**src/rtl/serial_adder_nbit.sv**
```systemverilog
// Multi-cycle LSB-first adder/subtractor, DIGIT bits per clock.
// Carry is registered between digits; start/busy/done handshake.
module serial_adder_nbit #(
  parameter int WIDTH = 16,
  parameter int DIGIT = 4
) (
  input  logic             i_clk,
  input  logic             i_rst_n,
  input  logic             i_start,
  input  logic [WIDTH-1:0] i_a,
  input  logic [WIDTH-1:0] i_b,
  input  logic             i_cin,
  input  logic             i_sub,
  output logic             o_busy,
  output logic             o_done,
  output logic [WIDTH-1:0] o_sum,
  output logic             o_carry,
  output logic             o_overflow
);

  localparam int NDIG = WIDTH / DIGIT;
  localparam int CW   = (NDIG > 1) ? $clog2(NDIG) : 1;

  typedef enum logic [1:0] {
    S_IDLE,
    S_RUN,
    S_DONE
  } state_t;

  state_t           state;
  logic [CW-1:0]    cnt;
  logic             carry_q;
  logic [WIDTH-1:0] a_q;
  logic [WIDTH-1:0] b_q;

  logic [31:0]      base;
  logic [WIDTH-1:0] a_sh;
  logic [WIDTH-1:0] b_sh;
  logic [WIDTH-1:0] mask;
  logic [WIDTH-1:0] s_ins;
  logic [DIGIT-1:0] a_d;
  logic [DIGIT-1:0] b_d;
  logic [DIGIT-1:0] s_d;
  logic             c_d;
  logic             c_msb;
  logic             last;

  assign base  = 32'(cnt) * 32'(DIGIT);
  assign a_sh  = a_q >> base;
  assign b_sh  = b_q >> base;
  assign a_d   = a_sh[DIGIT-1:0];
  assign b_d   = b_sh[DIGIT-1:0];
  assign {c_d, s_d} = {1'b0, a_d} + {1'b0, b_d}
                    + (DIGIT+1)'(carry_q);
  // Carry into the top bit recovered from the sum bit itself.
  assign c_msb = s_d[DIGIT-1] ^ a_d[DIGIT-1] ^ b_d[DIGIT-1];
  assign mask  = WIDTH'({DIGIT{1'b1}}) << base;
  assign s_ins = WIDTH'(s_d) << base;
  assign last  = (cnt == CW'(NDIG - 1));

  always_ff @(posedge i_clk or negedge i_rst_n) begin
    if (!i_rst_n) begin
      state      <= S_IDLE;
      cnt        <= '0;
      carry_q    <= 1'b0;
      a_q        <= '0;
      b_q        <= '0;
      o_busy     <= 1'b0;
      o_done     <= 1'b0;
      o_sum      <= '0;
      o_carry    <= 1'b0;
      o_overflow <= 1'b0;
    end else begin
      unique case (state)
        S_IDLE: begin
          o_done <= 1'b0;
          if (i_start) begin
            a_q     <= i_a;
            b_q     <= i_b ^ {WIDTH{i_sub}};
            carry_q <= i_cin ^ i_sub;
            cnt     <= '0;
            o_busy  <= 1'b1;
            state   <= S_RUN;
          end
        end
        S_RUN: begin
          o_sum   <= (o_sum & ~mask) | s_ins;
          carry_q <= c_d;
          cnt     <= cnt + CW'(1);
          if (last) begin
            o_carry    <= c_d;
            o_overflow <= c_msb ^ c_d;
            o_busy     <= 1'b0;
            o_done     <= 1'b1;
            state      <= S_DONE;
          end
        end
        S_DONE: begin
          o_done <= 1'b0;
          state  <= S_IDLE;
        end
        default: state <= S_IDLE;
      endcase
    end
  end

endmodule

```
**config.mk**
```make
export PLATFORM = sky130hd
export DESIGN_NAME = serial_adder_nbit
export DESIGN_NICKNAME = d
export VERILOG_FILES = /design/src/rtl/serial_adder_nbit.sv
export SDC_FILE = /design/constraint.sdc
export NUM_CORES = 1
export LEC_CHECK = 0
export CAP_MARGIN = 20
export CELL_PAD_IN_SITES_DETAIL_PLACEMENT = 1
export CELL_PAD_IN_SITES_GLOBAL_PLACEMENT = 2
export CORE_ASPECT_RATIO = 1.5
export CORE_UTILIZATION = 36
export CTS_BUF_LIST = sky130_fd_sc_hd__clkbuf_16
export DETAILED_ROUTE_END_ITERATION = 16
export GPL_ROUTABILITY_DRIVEN = 0
export PLACE_DENSITY = 0.82
export SLEW_MARGIN = 40
export SYNTH_ARGS = -nofsm -noshare
export SYNTH_HDL_FRONTEND = slang
export SYNTH_SLANG_ARGS = --single-unit
```
**constraint.sdc**
```tcl
create_clock -name i_clk -period 7.5 [get_ports i_clk]
set_input_delay 1.5 -clock i_clk [delete_from_list [all_inputs] [get_ports i_clk]]
set_output_delay 1.5 -clock i_clk [all_outputs]
set_load 0.01 [all_outputs]
```
==> results of run 1 <==
## metal layers
layer,wire [um],vias to the layer above,track usage [%],share of wire [%]
li1,-,856,-,-
met1,2310,913,19.9,39
met2,3210,42,30.9,55
met3,166,14,3.85,2.8
met4,162,0,10.2,2.8
met5,0,-,0,0
## stage by stage
stage / cell area, um^2 / cells
finish: 3550 / 349
global route: 3550 / 349
CTS: 3530 / 348
detailed placement: 3250 / 332
global placement: 3260 / 332
floorplan: 2630 / 206
## layout by cell type (no fill, tap or decap), types with 3 or more instances in the layout
master                             n
sky130_fd_sc_hd__a21o_1            3
sky130_fd_sc_hd__a21oi_1          19
sky130_fd_sc_hd__a22o_1           17
sky130_fd_sc_hd__clkbuf_16         9
sky130_fd_sc_hd__clkdlybuf4s50_1  54
sky130_fd_sc_hd__clkinv_1          3
sky130_fd_sc_hd__dfrtp_1          57
sky130_fd_sc_hd__ha_1              7
sky130_fd_sc_hd__inv_1             7
sky130_fd_sc_hd__mux2_2           16
sky130_fd_sc_hd__mux4_2            7
sky130_fd_sc_hd__nand2_1          10
sky130_fd_sc_hd__nor2_1           18
sky130_fd_sc_hd__nor3_1            4
sky130_fd_sc_hd__o21ai_0           3
sky130_fd_sc_hd__xnor2_1          19
## kinds of logic (layout without fill, tap and decap cells)
| group | count (synthesis) | after routing |
|---|---|---|
| AO/OA/AOI/OAI | 45 | 45 |
| adder cells (fa/ha/maj) | 9 | 9 |
| flip-flops | 57 | 57 |
| buffers and inverters | 15 | 80 |
| multiplexers | 25 | 25 |
| AND/OR/NAND/NOR | 34 | 34 |
| XOR/XNOR | 21 | 21 |
## power groups by stage
stage          Combinational (mW)  Sequential, mW  Clock (mW)
4_1_cts                     0.951           0.586       0.390
6_report                    0.936           0.580       0.384
2_1_floorplan               0.642           0.558           0
5_1_grt                      1.03           0.605       0.400
3_3_place_gp                0.911           0.581           0
3_5_place_dp                0.939           0.588           0
## registers in the layout (all words and copies together) (netlist names)
name	flops
a_q	16
b_q	16
carry_q	1
cnt	2
o_busy	1
o_carry	1
o_done	1
o_overflow	1
o_sum	16
state	2
## area by class of cell
| class | instances | area [um^2] |
|---|---|---|
| Multi-Input combinational cell | 134 | 1140 |
| Timing Repair Buffer | 59 | 586 |
| Fill cell | 738 | 3390 |
| Clock buffer | 9 | 225 |
| Tap cell | 78 | 97.6 |
| Clock inverter | 7 | 53.8 |
| Sequential cell | 57 | 1430 |
| Inverter | 5 | 18.8 |
## worst paths after layout
path,startpoint,endpoint,cells after the start
max in group asynchronous,i_rst_n,o_sum[4],3
min in group asynchronous,i_rst_n,a_q[10],2
worst max register to register,cnt[0],o_overflow,8
worst min register to register,o_busy,o_busy,1
worst min-delay path,o_busy,o_busy,1
worst max-delay path,cnt[0],o_overflow,8
==> flow_summary.yaml, run 1 <==
logic_synthesis:
  combinational_family_with_the_most_area_after_synthesis: "multiplexers"
  post_synthesis_compound_gate_area_fraction_pct: 11.4
  synthArstFlopShare_pct: 100
  synth.distinct_cells: 26
  cell_area_after_synthesis_um2: 2630
  synth-edff-count: 0
  synth_area_in_xor_xnor_pct: 7.53
  yosysTopAreaCell: "sky130_fd_sc_hd__dfrtp_1"
  yosys.area_share.simple_pct: 5.29
  netlist.area_leader.share_pct: 54.3
  synthTopCellsByArea: "sky130_fd_sc_hd__dfrtp_1 (54%), sky130_fd_sc_hd__mux2_2 (6.9%), sky130_fd_sc_hd__xnor2_1 (6.3%)"
  syn_avg_cell_area_um2: 12.7
  synth_commonest_cells: "sky130_fd_sc_hd__dfrtp_1 (57), sky130_fd_sc_hd__a21oi_1 (19), sky130_fd_sc_hd__xnor2_1 (19)"
  synth_flop_type: "sky130_fd_sc_hd__dfrtp_1"
  synth_most_common_cell: "sky130_fd_sc_hd__dfrtp_1"
  post_synth_inst_count: 206
  synth-adder-area-share_pct: 4.86
  post_synthesis_net_count: 252
  yosys-mux-area-fraction_pct: 14.3
  synth.yosys.warnings: 0
  ys_seq_area_share_pct: 54.3
  ys_ff_latch: 57
clock_network:
  path_clk_slew_ps: 50
  postCtsResizedCells: 0
  htree_levels: 3
  clock_sinks: 57
  holdBufCountCts: 0
  clock_tree.root_cell: "sky130_fd_sc_hd__clkbuf_16"
  tritoncts: "done"
  clock_tree.buffer_depth: 2
  worstSkewPairLatency_ps: 330
  postCtsSetupBuffers: 0
  numCtsBuffers: 9
power_and_ir_drop:
  power_frac_comb_pct: 49.2
  worst_ir_drop_vdd_uv: 225
  p_sw_mw: 0.700
  seq_power_share_pct: 30.5
  clock_power_share_pct: 20.2
  p_int_mw: 1.20
  switching_share_pct: 36.8
  p_leak_nw: 1.51
  powerDensity_nw_per_um2: 535
  totalPowerFinal_mw: 1.90
timing:
  hold-worst-slack_ps: 489
  max_slew_margin_pct: 51.7
  setup_viol: 0
  timing.fmax_mhz: 295
  setup_slack_ps: 4110
  grt_setup_unrepaired: "false"
  worst_clock_skew_ps: 8.92
  final.min_clock_period_ps: 3390
  worstMarginPinSlew_ps: 725
  setup_total_negative_slack_ps: 0
  final_hold_viol_count: 0
  final-max-slew-violation-count: 0
  timing.final.crit_share_pct: 45.3
drt:
  route.detailed.wl_per_inst_um: 16.8
  vias_per_cell: 5.23
  drt_drc_violations_left: 0
  drt-pass1-iter-count: 4
  residual_antenna_violating_net_count_after_detailed_routing: 0
  detailedRoute.firstIterationViolations: 64
  finalWirelength_mm: 5.85
  num_vias: 1825
critical_path:
  setup.worst_path.class: "reg2reg"
  critical_path.cell_chain: "mux4_2 > fa_1 > fa_1 > a21o_1 > a21oi_1 > xnor3_1 > xnor2_1 > o21ai_1"
  critical_path.max_stage_delay_ps: 800
  worst-path-max-fanout: 15
  worst_path_dominant_cell_family: "adder cells"
  worstSetupEndpointType: "flop"
  worstSetupStartpointType: "flop"
  critPathMostFrequentCell: "sky130_fd_sc_hd__fa_1"
  required_ps: 7700
  cp_data_arrival_time_ps: 3590
  ff2ff_setup_slack_ps: 4110
  critical-path-slowest-cell: "sky130_fd_sc_hd__dfrtp_1"
  critical_path.n_buffers_inverters: 0
run_status:
  run_status: "complete, no violations"
floorplan:
  fp.coreArea_um2: 6940
  x_dimension_of_the_die_um: 71.7
  num_rows: 37
  start_util_pct: 37.8
  fp.dieArea_um2: 7640
  chipHeight_um: 107
  io-pin-count: 57
cells_and_area:
  final_layout_size_suffix_gt1_share_pct: 14.8
  antenna_cells: 0
  layout_stage_area_growth_over_the_synthesis_result_pct: 35.2
  utilization_pct: 51.1
  nets: 312
hold_path:
  timing.hold.worst.class: "reg2reg"
placed_design:
  dp_worst_setup_slack_ps: 4050
  dpl.hpwl_mm: 4.13
  port-buffer-count: 56
global_routing:
  initial_antenna_violation_count: 0
  grt_first_pass_wirelength_mm: 9.94
  grtUsageTotal_pct: 17.8
  grt_start_max_net_pins: 58
  grt_pass1_vias: 1979
  globalRoute.totalOverflow: 0
run:
  max_cap_violations: 0
Power figures use the tool's default switching activity.
==> run 2: changes to the inputs <==
--- a/config.mk
+++ b/config.mk
@@ -9,11 +9,11 @@
 export CELL_PAD_IN_SITES_DETAIL_PLACEMENT = 1
 export CELL_PAD_IN_SITES_GLOBAL_PLACEMENT = 2
 export CORE_ASPECT_RATIO = 1.5
-export CORE_UTILIZATION = 36
+export CORE_UTILIZATION = 33
 export CTS_BUF_LIST = sky130_fd_sc_hd__clkbuf_16
 export DETAILED_ROUTE_END_ITERATION = 16
 export GPL_ROUTABILITY_DRIVEN = 0
-export PLACE_DENSITY = 0.82
+export PLACE_DENSITY = 0.76
 export SLEW_MARGIN = 40
 export SYNTH_ARGS = -nofsm -noshare
 export SYNTH_HDL_FRONTEND = slang
==> constraint.sdc (replaced) <==
create_clock -name i_clk -period 3.2 [get_ports i_clk]
set_input_delay 0.64 -clock i_clk [delete_from_list [all_inputs] [get_ports i_clk]]
set_output_delay 0.64 -clock i_clk [all_outputs]
set_load 0.01 [all_outputs]
==> run 2 against run 1 <==
  * Die area increased by 8.9%
  * Sequential cell count unchanged
  * Critical endpoint unchanged
  * Largest power group unchanged
  * Sequential share of layout area decreased by 0.45 points
==> flow_summary.yaml, run 2 (synthesis gave the netlist of run 1 again) <==
critical_path:
  worst-path-max-fanout: 4
  cp_data_arrival_time_ps: 3200
  setup.worst_path.class: "reg2reg"
  worstSetupStartpointType: "flop"
  required_ps: 3390
  worstSetupEndpointType: "flop"
global_routing:
  grt_pass1_vias: 1986
  grtUsageTotal_pct: 16.9
  grt_use_met1_pct: 20.3
  grt_first_pass_wirelength_mm: 10.2
  grt_start_max_net_pins: 48
  busiest_layer_in_global_routing: "met2"
  met3_usage_pct: 3.27
  globalRouteMet2Util_pct: 27.7
  globalRoute.totalOverflow: 0
  initial_antenna_violation_count: 0
timing:
  worst_clock_skew_ps: 4.20
  final_hold_viol_count: 0
  timing.final.crit_share_pct: 94.0
  setup_total_negative_slack_ps: 0
  max_slew_margin_pct: 63.0
  final.min_clock_period_ps: 3010
  setup_viol: 0
  worstMarginPinSlew_ps: 555
  timing.fmax_mhz: 333
  setup_slack_ps: 193
  grt_setup_unrepaired: "false"
  final-max-slew-violation-count: 0
placed_design:
  place.detailed.instances: 362
  port-buffer-count: 56
  dpl.hpwl_mm: 4.41
  dp_worst_setup_slack_ps: 250
floorplan:
  io-pin-count: 57
  x_dimension_of_the_die_um: 74.8
  start_util_pct: 34.3
  fp.coreArea_um2: 7660
  fp.dieArea_um2: 8320
  chipHeight_um: 111
  num_rows: 39
run_status:
  run_status: "complete, no violations"
clock_network:
  clock_tree.root_cell: "sky130_fd_sc_hd__clkbuf_16"
  postCtsSetupBuffers: 0
  htree_levels: 3
  postCtsResizedCells: 0
  numCtsBuffers: 9
  worstSkewPairLatency_ps: 320
  tritoncts: "done"
  clock_tree.buffer_depth: 2
  holdBufCountCts: 0
  path_clk_slew_ps: 50
  clock_sinks: 57
drt:
  finalWirelength_mm: 5.98
  vias_per_cell: 4.85
  drt-pass1-iter-count: 4
  num_vias: 1822
  route.detailed.wl_per_inst_um: 15.9
  drt_drc_violations_left: 0
  detailedRoute.firstIterationViolations: 89
  residual_antenna_violating_net_count_after_detailed_routing: 0
cells_and_area:
  area_occupied_by_multi_input_gates_um2: 1140
  antenna_cells: 0
  layout_stage_area_growth_over_the_synthesis_result_pct: 36.7
  nets: 317
  reg.largest.list: "a_q: 16 flops, b_q: 16 flops, o_sum: 16 flops"
  fillerInstances: 822
  seq_area_um2: 1430
  utilization_pct: 46.9
  final_layout_size_suffix_gt1_share_pct: 15.3
  layout_commonest_cell: "sky130_fd_sc_hd__dfrtp_1"
  layout.cells.most_common_list: "sky130_fd_sc_hd__dfrtp_1 (57), sky130_fd_sc_hd__clkdlybuf4s50_1 (55), sky130_fd_sc_hd__xnor2_1 (19), sky130_fd_sc_hd__a21oi_1 (19), sky130_fd_sc_hd__nor2_1 (18)"
  fin_cells: 376
power_and_ir_drop:
  p_sw_mw: 1.69
  p_int_mw: 2.83
  switching_share_pct: 37.4
  seq_power_share_pct: 29.2
  clock_power_share_pct: 17.4
  worst_ir_drop_vdd_uv: 470
  power_frac_comb_pct: 53.4
  p_leak_nw: 1.52
  powerDensity_nw_per_um2: 1260
hold_path:
  timing.hold.worst.class: "in2async"
run:
  max_cap_violations: 0
run 2: critical path: stages (launching register included):
cell                      delay [ps]
sky130_fd_sc_hd__dfrtp_1         430
sky130_fd_sc_hd__mux4_2          550
sky130_fd_sc_hd__fa_1            440
sky130_fd_sc_hd__fa_1            410
sky130_fd_sc_hd__a21o_1          200
sky130_fd_sc_hd__a21oi_1         260
sky130_fd_sc_hd__xnor3_1         290
sky130_fd_sc_hd__xnor2_1         190
sky130_fd_sc_hd__o21ai_1          90
run 2: path summary, 6_finish.rpt:
| kind | slack, ps | to | depth (start not counted) | startpoint |
|---|---|---|---|---|
| max | 190 | o_overflow | 8 | cnt[0] |
| min | 310 | a_q[1] | 1 | i_rst_n |
| max reg2reg | 190 | o_overflow | 8 | cnt[0] |
| min reg2reg | 490 | o_busy | 1 | o_busy |
| max in group asynchronous | 2350 | o_sum[8] | 2 | i_rst_n |
| min in group i_clk | 490 | o_busy | 1 | o_busy |
run 2: power by group through the flow:
stage	Sequential [mW]	Clock (mW)	Combinational, mW
final	1.32	0.785	2.41
after global routing	1.37	0.842	2.64
after CTS	1.33	0.801	2.46
after detailed placement	1.34	0	2.40
after global placement	1.32	0	2.36
after floorplan	1.31	0	1.50
run 2: through the flow:
| stage | hold slack (ps) | instance area (um^2) | power, mW |
|---|---|---|---|
| 2_1_floorplan | 344 | 2630 | 2.81 |
| 3_3_place_gp | 472 | 3340 | 3.68 |
| 3_5_place_dp | 483 | 3350 | 3.74 |
| 4_1_cts | 327 | 3590 | 4.59 |
| 5_1_grt | 354 | 3590 | 4.85 |
| 6_report | 310 | 3590 | 4.51 |
run 2: layer usage:
metal	vias to the layer above	part of all wire, %
met3	13	2.8
li1	856	-
met1	911	41
met4	0	2.7
met5	-	0
met2	42	53
run 2: cell type report:
| type | count | area share (%) |
|---|---|---|
| inverters | 5 | 0.523 |
| multi-input cells | 134 | 31.8 |
| clock buffers | 9 | 6.27 |
| clock inverters | 5 | 0.523 |
| flip-flops and latches | 57 | 39.7 |
| well taps | 102 | 3.56 |
| repair buffers | 64 | 17.6 |
